## src/rtl/mandel_pkg.sv

```systemverilog
// Shared types and helpers for the Mandelbrot pixel scheduler.
package mandel_pkg;

    localparam int N_CORES_DEF = 4;
    localparam int X_W_DEF     = 10;
    localparam int Y_W_DEF     = 9;
    localparam int ITER_W_DEF  = 8;

    typedef enum logic [1:0] {
        IDLE,
        RUN,
        DRAIN
    } sched_state_t;

    typedef logic [ITER_W_DEF-1:0] iter_t;
    typedef logic [X_W_DEF-1:0]    coord_x_t;
    typedef logic [Y_W_DEF-1:0]    coord_y_t;

    // Index width for a core pointer; a single core still needs one bit.
    function automatic int idx_w(input int n);
        return (n > 1) ? $clog2(n) : 1;
    endfunction

    localparam int CORE_IDX_W = idx_w(N_CORES_DEF);

endpackage

```

## src/rtl/mandel_pixel_scheduler_raster.sv

```systemverilog
// Raster-order x/y counter with end-of-line and end-of-frame flags.
module raster_counter
    import mandel_pkg::*;
#(
    parameter int X_SIZE = 640,
    parameter int Y_SIZE = 480,
    parameter int X_W    = 10,
    parameter int Y_W    = 9
) (
    input  logic           clk_i,
    input  logic           rst_ni,
    input  logic           clr_i,
    input  logic           adv_i,
    output logic [X_W-1:0] x_o,
    output logic [Y_W-1:0] y_o,
    output logic           at_eol_o,
    output logic           at_eof_o
);

    localparam logic [X_W-1:0] X_LAST = X_W'(X_SIZE - 1);
    localparam logic [Y_W-1:0] Y_LAST = Y_W'(Y_SIZE - 1);

    logic [X_W-1:0] x_q, x_d;
    logic [Y_W-1:0] y_q, y_d;

    assign at_eol_o = (x_q == X_LAST);
    assign at_eof_o = at_eol_o && (y_q == Y_LAST);
    assign x_o      = x_q;
    assign y_o      = y_q;

    always_comb begin
        x_d = x_q;
        y_d = y_q;
        if (clr_i) begin
            x_d = '0;
            y_d = '0;
        end else if (adv_i) begin
            if (at_eol_o) begin
                x_d = '0;
                y_d = at_eof_o ? '0 : y_q + Y_W'(1);
            end else begin
                x_d = x_q + X_W'(1);
            end
        end
    end

    always_ff @(posedge clk_i) begin
        if (!rst_ni) begin
            x_q <= '0;
            y_q <= '0;
        end else begin
            x_q <= x_d;
            y_q <= y_d;
        end
    end

endmodule

```

## src/rtl/mandel_pixel_scheduler.sv

```systemverilog
// Frame sequencer: round-robin pixel issue to N_CORES engines, in-order AXI-Stream collect.
// Optional MANDEL_SCHED_PERF_EN adds frame_cycles / stall_cycles counters.
module mandel_pixel_scheduler
    import mandel_pkg::*;
#(
    parameter int N_CORES = 4,
    parameter int X_SIZE  = 640,
    parameter int Y_SIZE  = 480,
    parameter int X_W     = 10,
    parameter int Y_W     = 9,
    parameter int ITER_W  = 8
) (
    input  logic                      out_stream_aclk,
    input  logic                      periph_resetn,
    input  logic                      start,
    output logic                      busy,
    output logic                      frame_done,
    output logic [N_CORES-1:0]        core_start,
    output logic [X_W-1:0]            core_x,
    output logic [Y_W-1:0]            core_y,
    input  logic [N_CORES-1:0]        core_ready,
    input  logic [N_CORES-1:0]        core_done,
    input  logic [N_CORES*ITER_W-1:0] core_iter,
    output logic [N_CORES-1:0]        core_ack,
    output logic [ITER_W-1:0]         m_tdata,
    output logic                      m_tvalid,
    input  logic                      m_tready,
    output logic                      m_tuser,
    output logic                      m_tlast
`ifdef MANDEL_SCHED_PERF_EN
    ,
    output logic [31:0]               frame_cycles,
    output logic [31:0]               stall_cycles
`endif
);

    localparam int IDX_W = idx_w(N_CORES);
    localparam int IF_W  = $clog2(N_CORES + 1);

    sched_state_t      state_q, state_d;
    logic [IDX_W-1:0]  iss_ptr_q, iss_ptr_d, col_ptr_q, col_ptr_d;
    logic [IF_W-1:0]   in_flight_q, in_flight_d;
    logic [ITER_W-1:0] tdata_q, tdata_d;
    logic              tvalid_q, tvalid_d;
    logic [N_CORES-1:0] pend_q;

    logic start_acc, issue, load, hs;
    logic iss_eol, iss_eof, out_eol, out_eof;
    logic [X_W-1:0] out_x;
    logic [Y_W-1:0] out_y;

    function automatic logic [IDX_W-1:0] next_idx(input logic [IDX_W-1:0] p);
        return (p == IDX_W'(N_CORES - 1)) ? '0 : p + IDX_W'(1);
    endfunction

    raster_counter #(.X_SIZE(X_SIZE), .Y_SIZE(Y_SIZE), .X_W(X_W), .Y_W(Y_W)) u_iss (
        .clk_i    (out_stream_aclk),
        .rst_ni   (periph_resetn),
        .clr_i    (start_acc),
        .adv_i    (issue),
        .x_o      (core_x),
        .y_o      (core_y),
        .at_eol_o (iss_eol),
        .at_eof_o (iss_eof)
    );

    // Output-side counter tracks handshaken beats, so tuser/tlast follow the stream.
    raster_counter #(.X_SIZE(X_SIZE), .Y_SIZE(Y_SIZE), .X_W(X_W), .Y_W(Y_W)) u_out (
        .clk_i    (out_stream_aclk),
        .rst_ni   (periph_resetn),
        .clr_i    (start_acc),
        .adv_i    (hs),
        .x_o      (out_x),
        .y_o      (out_y),
        .at_eol_o (out_eol),
        .at_eof_o (out_eof)
    );

    always_comb begin
        state_d    = state_q;
        start_acc  = 1'b0;
        issue      = 1'b0;
        frame_done = 1'b0;
        hs         = tvalid_q && m_tready;
        unique case (state_q)
            IDLE: begin
                if (start) begin
                    state_d   = RUN;
                    start_acc = 1'b1;
                end
            end
            RUN: begin
                issue = core_ready[iss_ptr_q] && (in_flight_q < IF_W'(N_CORES));
                if (issue && iss_eol && iss_eof) state_d = DRAIN;
            end
            DRAIN: begin
                if (hs && out_eof) begin
                    frame_done = 1'b1;
                    state_d    = IDLE;
                end
            end
            default: state_d = IDLE;
        endcase

        load = (state_q != IDLE) && core_done[col_ptr_q] && (!tvalid_q || m_tready);

        core_start = '0;
        if (issue) core_start[iss_ptr_q] = 1'b1;
        core_ack = '0;
        if (load) core_ack[col_ptr_q] = 1'b1;

        iss_ptr_d = start_acc ? '0 : (issue ? next_idx(iss_ptr_q) : iss_ptr_q);
        col_ptr_d = start_acc ? '0 : (load  ? next_idx(col_ptr_q) : col_ptr_q);

        in_flight_d = in_flight_q;
        unique case ({issue, load})
            2'b10:   in_flight_d = in_flight_q + IF_W'(1);
            2'b01:   in_flight_d = in_flight_q - IF_W'(1);
            default: in_flight_d = in_flight_q;
        endcase

        tdata_d  = load ? core_iter[col_ptr_q*ITER_W +: ITER_W] : tdata_q;
        tvalid_d = load ? 1'b1 : (hs ? 1'b0 : tvalid_q);
    end

    always_ff @(posedge out_stream_aclk) begin
        if (!periph_resetn) begin
            state_q     <= IDLE;
            iss_ptr_q   <= '0;
            col_ptr_q   <= '0;
            in_flight_q <= '0;
            tdata_q     <= '0;
            tvalid_q    <= 1'b0;
            pend_q      <= '0;
        end else begin
            state_q     <= state_d;
            iss_ptr_q   <= iss_ptr_d;
            col_ptr_q   <= col_ptr_d;
            in_flight_q <= in_flight_d;
            tdata_q     <= tdata_d;
            tvalid_q    <= tvalid_d;
            pend_q      <= (pend_q & ~core_ack) | core_start;
        end
    end

    assign busy     = (state_q != IDLE) && !frame_done;
    assign m_tdata  = tdata_q;
    assign m_tvalid = tvalid_q;
    assign m_tuser  = tvalid_q && (out_x == '0) && (out_y == '0);
    assign m_tlast  = tvalid_q && out_eol;

    // A core may only report a result for a job it was actually given.
    a_done_has_job: assert property (@(posedge out_stream_aclk) disable iff (!periph_resetn)
        (core_done & ~pend_q) == '0)
        else $error("core_done on a core with no outstanding job");

`ifdef MANDEL_SCHED_PERF_EN
    logic [31:0] cyc_q, stall_q, frame_cycles_q, stall_cycles_q;

    always_ff @(posedge out_stream_aclk) begin
        if (!periph_resetn) begin
            cyc_q          <= '0;
            stall_q        <= '0;
            frame_cycles_q <= '0;
            stall_cycles_q <= '0;
        end else begin
            if (start_acc) begin
                cyc_q   <= '0;
                stall_q <= '0;
            end else if (state_q != IDLE) begin
                cyc_q <= cyc_q + 32'd1;
                if (state_q == RUN && !issue) stall_q <= stall_q + 32'd1;
            end
            if (frame_done) begin
                frame_cycles_q <= cyc_q + 32'd1;
                stall_cycles_q <= stall_q;
            end
        end
    end

    assign frame_cycles = frame_cycles_q;
    assign stall_cycles = stall_cycles_q;
`endif

endmodule
```

## config.mk

```make
export PLATFORM = sky130hd
export DESIGN_NAME = mandel_pixel_scheduler
export DESIGN_NICKNAME = d
export VERILOG_FILES = /design/src/rtl/mandel_pkg.sv /design/src/rtl/mandel_pixel_scheduler_raster.sv /design/src/rtl/mandel_pixel_scheduler.sv
export SDC_FILE = /design/constraint.sdc
export NUM_CORES = 1
export LEC_CHECK = 0
export BUFFER_PORTS_ARGS = -buffer_cell sky130_fd_sc_hd__buf_4
export CELL_PAD_IN_SITES_DETAIL_PLACEMENT = 1
export CELL_PAD_IN_SITES_GLOBAL_PLACEMENT = 1
export CORE_MARGIN = 1
export CORE_UTILIZATION = 42
export DETAILED_ROUTE_END_ITERATION = 12
export PLACE_DENSITY = 0.86
export SYNTH_ARGS = -nofsm -noshare
export SYNTH_HDL_FRONTEND = slang
export SYNTH_HIERARCHICAL = 1
export SYNTH_SLANG_ARGS = --single-unit
```

## constraint.sdc

```tcl
create_clock -name out_stream_aclk -period 6.1 [get_ports out_stream_aclk]
set_input_delay 1.525 -clock out_stream_aclk [delete_from_list [all_inputs] [get_ports out_stream_aclk]]
set_output_delay 1.525 -clock out_stream_aclk [all_outputs]
set_load 0.01 [all_outputs]
```

==> results.md, run 1 <==
- # Max-Cap Violations: 0
- Hold Path Stages: 2
- Reg power frac: 0.565
- Setup Total Neg Slack: 0 ps
- Die width: 89.0 um
- Vias in the first global route: 2948
- Core area: 7290 um^2
- DRT Pass-1 Iters: 4
- Hold Path Sink: m_tdata[5]$_SDFFE_PN0P_
- Core Util, Final: 0.544
- Endpoints failing hold: 0
- Startpoint types: input port
- Clock Pin Slew Worst Setup and Hold Paths: 90 ps
- FF+latch area: 1120 um^2
- Final setup viols: 0
- Total grt overflow: 0
- Hold buffers post-CTS: 0
- WL final: 8140 um
- Initial Util: 0.436
- GRT Total Usage: 0.216
- CTS H-tree lvls: 2
- Reg2reg start: col_ptr_q[0]$_SDFFE_PP0P_
- Antenna violations before repair: 0
- Final HPWL DP: 6120 um
- Final Cycle Share: 0.721
- Vias/cell: 5.49
- Largest net degree at the start of global routing: 27
- Register area share after synthesis: 0.353
- RePlAce Congestion: 0.749
- Worst slew margin: 0.451
- Cell variety after synth: 49
- Status: finished clean
- Hold Startpoint: m_tdata[5]$_SDFFE_PN0P_
- Multi-input gate area: 1960 um^2
- P per Cell Area: 170 nW/um^2
- Tmin final: 4400 ps
- RR Endpoint: in_flight_q[2]$_SDFFE_PN0P_
- Post-route worst setup slack: 1700 ps
- R2R setup slack: 3050 ps
- Worst Hold Margin: 473 ps
- Die area: 7920 um^2
- # IOs: 84
- CTS sink count: 56
- RSZ-0062 raised after global routing: no
- Mapped Cells: 350
- Flop and latch count out of synthesis: 56
- Slew @ Worst Pin: 822 ps
- Top FF cell, synth: dfxtp_1
- Most frequent cells in the layout: buf_4 (83), dfxtp_1 (56), nand2_1 (40)
- Worst hold path class: reg -> reg
- Setup crit end kind: output pin
- Yosys warnings: 6
- Drc violations: 0
- Root buf cell: clkbuf_8
- Die Ht: 89.0 um
- Sw Share: 0.256
- Post-cts resize count: 0
- Worst-path maximum fanout: 9
- Leakage power: 1.64 nW
- Async S/R FF share, synth: 0
- Slew Viols, Final: 0
- Worst-case clock buffer depth: 2
- Dpl ws: 1710 ps
- Area growth syn-to-layout: 24.8%
- R2r worst-path depth: 9
- CTS Buf Count: 5
- Clock Skew: 13.8 ps
- Syn Area/Cell: 9.08 um^2
- Initial DRC count: 101
- Vias: 2914
- # rows: 31
- Post-DR wirelength/cell: 15.3 um
- Total setup buffers inserted after CTS: 0
- Ant diodes: 0
- P_int: 0.501 mW
- Filler cells: 908
- CTS tree: done
- Power share of the combinational group: 0.129
- Post-synth design cell area: 3180 um^2
- WS Path Type: in -> out
- Post-synth EDFFs: 0
- ANT nets after route: 0
- Crit path DAT: 2870 ps
- Worst EP required: 4580 ps
- Global-route wire length before repair: 13600 um
- Max Clk Rate: 227 MHz
- Tot Pwr: 0.673 mW
- Syn nets: 408
- Most common cell after layout, fill and taps aside: buf_4
- Worst-skew pair later-pin latency: 310 ps
- Clk pwr share: 0.306
- IO buf count: 83
- Nets: 489
- Layout cell share with drive strength beyond 1: 0.255
- Net Sw Power: 0.172 mW
- Peak supply drop: 0.0000727 V
## stage by stage
stage / instance area, um^2 / cells
2_1_floorplan: 3180 / 350
3_3_place_gp: 3870 / 523
3_5_place_dp: 3870 / 523
4_1_cts: 3970 / 531
5_1_grt: 3970 / 531
6_report: 3970 / 531
## area by class of cell
cell class	instances	area share
clock buffer	5	0.0174
clock inverter	3	0.00536
inverter	13	0.0129
multi-input combinational	272	0.493
sequential	56	0.283
tap	99	0.0312
timing repair buffer	83	0.157
## state kept, by name, summed over array words and instances, names as in the netlist
name	cells
u_out/x_o	10
m_tvalid	1
u_iss/y_o	9
iss_ptr_q	2
u_iss/x_o	10
m_tdata	8
col_ptr_q	2
in_flight_q	3
state_q	2
u_out/y_o	9
## critical path: stages
cell	delay, ps
buf_4	110
mux4_2	490
o211ai_2	300
inv_4	110
and2_1	200
buf_4	140
## worst max path at each step
stage | slack [ps] | cells past startpoint | start | end
2_1_floorplan | 2100 | 5 | core_done[3] | core_ack[0]
5_1_grt | 1640 | 6 | core_done[3] | core_ack[0]
3_3_place_gp | 1750 | 6 | core_done[3] | core_ack[1]
6_report | 1700 | 6 | core_done[3] | core_ack[0]
4_1_cts | 1700 | 6 | core_done[3] | core_ack[0]
3_5_place_dp | 1710 | 6 | core_done[3] | core_ack[0]
## synthesized netlist by cell type, types with 4 or more instances
| library cell | count | area, um^2 |
|---|---|---|
| nor3b_1 | 4 | 30.0 |
| inv_1 | 12 | 45.0 |
| a21oi_1 | 14 | 70.1 |
| nor2_1 | 33 | 124 |
| o21ai_1 | 4 | 20.0 |
| clkbuf_1 | 4 | 15.0 |
| dfxtp_1 | 56 | 1120 |
| o211ai_1 | 4 | 30.0 |
| mux2i_1 | 10 | 100 |
| and4_1 | 4 | 35.0 |
| a21o_1 | 5 | 37.5 |
| mux4_2 | 9 | 203 |
| and2_1 | 7 | 43.8 |
| nand3_1 | 25 | 125 |
| ha_1 | 13 | 163 |
| xnor2_1 | 8 | 70.1 |
| nand2_1 | 40 | 150 |
| nor4_1 | 6 | 37.5 |
| buf_2 | 4 | 20.0 |
| nand2b_1 | 7 | 43.8 |
| xor2_1 | 14 | 123 |
| or3_1 | 5 | 31.3 |
| nand4_1 | 10 | 62.6 |
| and3_1 | 8 | 50.1 |
## power by group through the flow
stage	sequential [mW]	combinational [mW]	clock, mW
2_1_floorplan	0.387	0.0494	0
3_3_place_gp	0.388	0.0837	0
3_5_place_dp	0.389	0.0876	0
4_1_cts	0.380	0.0881	0.213
5_1_grt	0.382	0.0962	0.230
6_report	0.380	0.0871	0.206
## metal layers
layer  up-vias  wire length [um]  GRT usage
met2        60              4130      0.380
met1      1426              3720      0.284
met3         5               225     0.0286
li1       1423                 -          -
met5         -                 0          0
met4         0                72     0.0447
## logic make-up after synthesis
group	count (synthesis)	share of synthesized area
mux	20	0.104
compound gates	45	0.0984
buf+inv	22	0.0319
flops	56	0.353
fa+ha+maj	14	0.0575
simple gates	171	0.295
xor+xnor	22	0.0606
Power figures use the tool's default switching activity.
==> inputs of run 2 (changes only) <==
--- a/config.mk
+++ b/config.mk
@@ -9,9 +9,9 @@
 export CELL_PAD_IN_SITES_DETAIL_PLACEMENT = 1
 export CELL_PAD_IN_SITES_GLOBAL_PLACEMENT = 1
 export CORE_MARGIN = 1
-export CORE_UTILIZATION = 42
+export CORE_UTILIZATION = 36
 export DETAILED_ROUTE_END_ITERATION = 12
-export PLACE_DENSITY = 0.86
+export PLACE_DENSITY = 0.78
 export SYNTH_ARGS = -nofsm -noshare
 export SYNTH_HDL_FRONTEND = slang
 export SYNTH_HIERARCHICAL = 1
==> constraint.sdc (replaced) <==
create_clock -name out_stream_aclk -period 3.6 [get_ports out_stream_aclk]
set_input_delay 0.9 -clock out_stream_aclk [delete_from_list [all_inputs] [get_ports out_stream_aclk]]
set_output_delay 0.9 -clock out_stream_aclk [all_outputs]
set_load 0.01 [all_outputs]
==> results.md, run 2 (synthesis results as in run 1) <==
- R2r worst-path depth: 9 (unchanged)
- Filler cells: 996 (was 908)
- P per Cell Area: 288 nW/um^2 (was 170 nW/um^2)
- CP max stage delay: 650 ps (was 490 ps)
- RePlAce Congestion: 0.743 (was 0.749)
- DP Area: 3910 um^2 (was 3870 um^2)
- Reg power frac: 0.557 (was 0.565)
- WS Path Type: reg -> out (was in -> out)
- ANT nets after route: 0 (unchanged)
- Endpoints failing hold: 0 (unchanged)
- Worst-path maximum fanout: 7 (was 9)
- Peak supply drop: 0.000148 V (was 0.0000727 V)
- IO buf count: 83 (unchanged)
- Slew Viols, Final: 0 (unchanged)
- Dpl cells: 532 (was 523)
- GRT Total Usage: 0.186 (was 0.216)
- Total setup buffers inserted after CTS: 0 (unchanged)
- Initial Util: 0.379 (was 0.436)
- Hold Startpoint: m_tdata[7]$_SDFFE_PN0P_ (was m_tdata[5]$_SDFFE_PN0P_)
- Layout cell share with drive strength beyond 1: 0.255 (about the same)
- Worst-case clock buffer depth: 2 (unchanged)
- Most frequent cells in the layout: buf_4 (86), dfxtp_1 (56), nand2_1 (40) (was buf_4 (83), dfxtp_1 (56), nand2_1 (40))
- Most common cell after layout, fill and taps aside: buf_4 (unchanged)
- Final HPWL DP: 6380 um (was 6120 um)
- Net Sw Power: 0.281 mW (was 0.172 mW)
- Total grt overflow: 0 (unchanged)
- Hold Path Stages: 2 (unchanged)
- Core area: 8380 um^2 (was 7290 um^2)
- Worst slew margin: 0.524 (was 0.451)
- Initial DRC count: 66 (was 101)
- Post-cts resize count: 0 (unchanged)
- RSZ-0062 raised after global routing: no (unchanged)
- Drc violations: 0 (unchanged)
- Power share of the combinational group: 0.132 (was 0.129)
- Startpoint types: register (was input port)
- R2R setup slack: 860 ps (was 3050 ps)
- Post-DR wirelength/cell: 15.4 um (was 15.3 um)
- Nets: 492 (was 489)
- # Max-Cap Violations: 0 (unchanged)
- Reg2reg start: iss_ptr_q[0]$_SDFFE_PP0P_ (was col_ptr_q[0]$_SDFFE_PP0P_)
- # rows: 33 (was 31)
- Die width: 96.0 um (was 89.0 um)
- Status: finished clean (unchanged)
- Crit path DAT: 2480 ps (was 2870 ps)
- Tot Pwr: 1.15 mW (was 0.673 mW)
- WL final: 8300 um (was 8140 um)
- Vias: 2902 (was 2914)
- Clk pwr share: 0.310 (was 0.306)
- Clock Pin Slew Worst Setup and Hold Paths: 90 ps (about the same)
- CTS sink count: 56 (unchanged)
- Worst EP required: 2700 ps (was 4580 ps)
- Setup Total Neg Slack: 0 ps (unchanged)
- Dpl ws: 346 ps (was 1710 ps)
- Worst Hold Margin: 468 ps (was 473 ps)
- Final Cycle Share: 0.940
- Final setup viols: 0 (unchanged)
- Finished Cell Area: 4000 um^2 (was 3970 um^2)
- Area growth syn-to-layout: 25.7% (was 24.8%)
- CTS tree: done (unchanged)
- DRT Pass-1 Iters: 5 (was 4)
- Sw Share: 0.245 (was 0.256)
- Slew @ Worst Pin: 712 ps (was 822 ps)
- Hold Path Sink: m_tdata[7]$_SDFFE_PN0P_ (was m_tdata[5]$_SDFFE_PN0P_)
- Global-route wire length before repair: 13600 um (about the same)
- Setup crit end kind: output pin (unchanged)
- Critical path's slowest cell: or4b_1 (was mux4_2)
- Vias/cell: 5.37 (was 5.49)
- P_int: 0.869 mW (was 0.501 mW)
- RR Endpoint: in_flight_q[2]$_SDFFE_PN0P_ (unchanged)
- Hold buffers post-CTS: 0 (unchanged)
- Max Clk Rate: 296 MHz
- Ant diodes: 0 (unchanged)
- Worst-skew pair later-pin latency: 310 ps (about the same)
- Clock Skew: 5.65 ps (was 13.8 ps)
- Tmin final: 3380 ps
- Worst path cell trace: ha_1 > nand4_1 > or4b_1 > nor2_1 > nand3_1 > nor3b_1 > buf_4 (was buf_4 > mux4_2 > o211ai_2 > inv_4 > and2_1 > buf_4)
- Leakage power: 1.66 nW (was 1.64 nW)
- # IOs: 84 (unchanged)
- CTS Buf Count: 5 (unchanged)
- Root buf cell: clkbuf_8 (unchanged)
- Largest net degree at the start of global routing: 27 (unchanged)
- Die area: 9210 um^2 (was 7920 um^2)
- Vias in the first global route: 2889 (was 2948)
- Worst hold path class: reg -> reg (unchanged)
- Fin cells: 540 (was 531)
- Core Util, Final: 0.477 (was 0.544)
- Die Ht: 96.0 um (was 89.0 um)
- Antenna violations before repair: 0 (unchanged)
- CTS H-tree lvls: 2 (unchanged)
- Post-route worst setup slack: 216 ps (was 1700 ps)
## run 2: worst max-delay path, delay by kind of cell (launching register included)
kind          cells  cell delay, ps
simple gates      5            1330
flops             1             440
buf+inv           1             160
fa+ha+maj         1             240
## run 2: worst max-delay path by stage
stage / startpoint / end / slack [ps]
after floorplan: core_ready[3] / in_flight_q[2]$_SDFFE_PN0P_ / 590
after global placement: core_ready[3] / in_flight_q[2]$_SDFFE_PN0P_ / 450
after detailed placement: core_ready[3] / in_flight_q[2]$_SDFFE_PN0P_ / 350
after CTS: u_out/y_o[0]$_SDFFE_PP0P_ / frame_done / 200
after global routing: u_out/y_o[0]$_SDFFE_PP0P_ / frame_done / 20
final: u_out/y_o[0]$_SDFFE_PP0P_ / frame_done / 220
## run 2: power groups by stage
stage               combinational (mW)  sequential, mW  clock (mW)
detailed placement               0.154           0.656           0
finish                           0.152           0.641       0.357
CTS                              0.155           0.642       0.375
global placement                 0.148           0.655           0
global route                     0.169           0.643       0.399
floorplan                       0.0837           0.655           0
## run 2: layout make-up
class / count / area [um^2] / area share
Timing Repair Buffer: 86 / 646 / 0.162
Clock buffer: 8 / 90.1 / 0.0225
Sequential cell: 56 / 1120 / 0.281
Multi-Input combinational cell: 272 / 1960 / 0.490
Inverter: 13 / 51.3 / 0.0128
Tap cell: 105 / 131 / 0.0329
## run 2: metal layers
metal  global-route usage  vias to the layer above  routed length, um  part of all wire
met5                    0                        -                  0                 0
met4               0.0634                        0                163             0.020
met3               0.0363                       14                193             0.023
met2                0.317                       44               4180              0.50
met1                0.233                     1401               3760              0.45
li1                     -                     1443                  -                 -
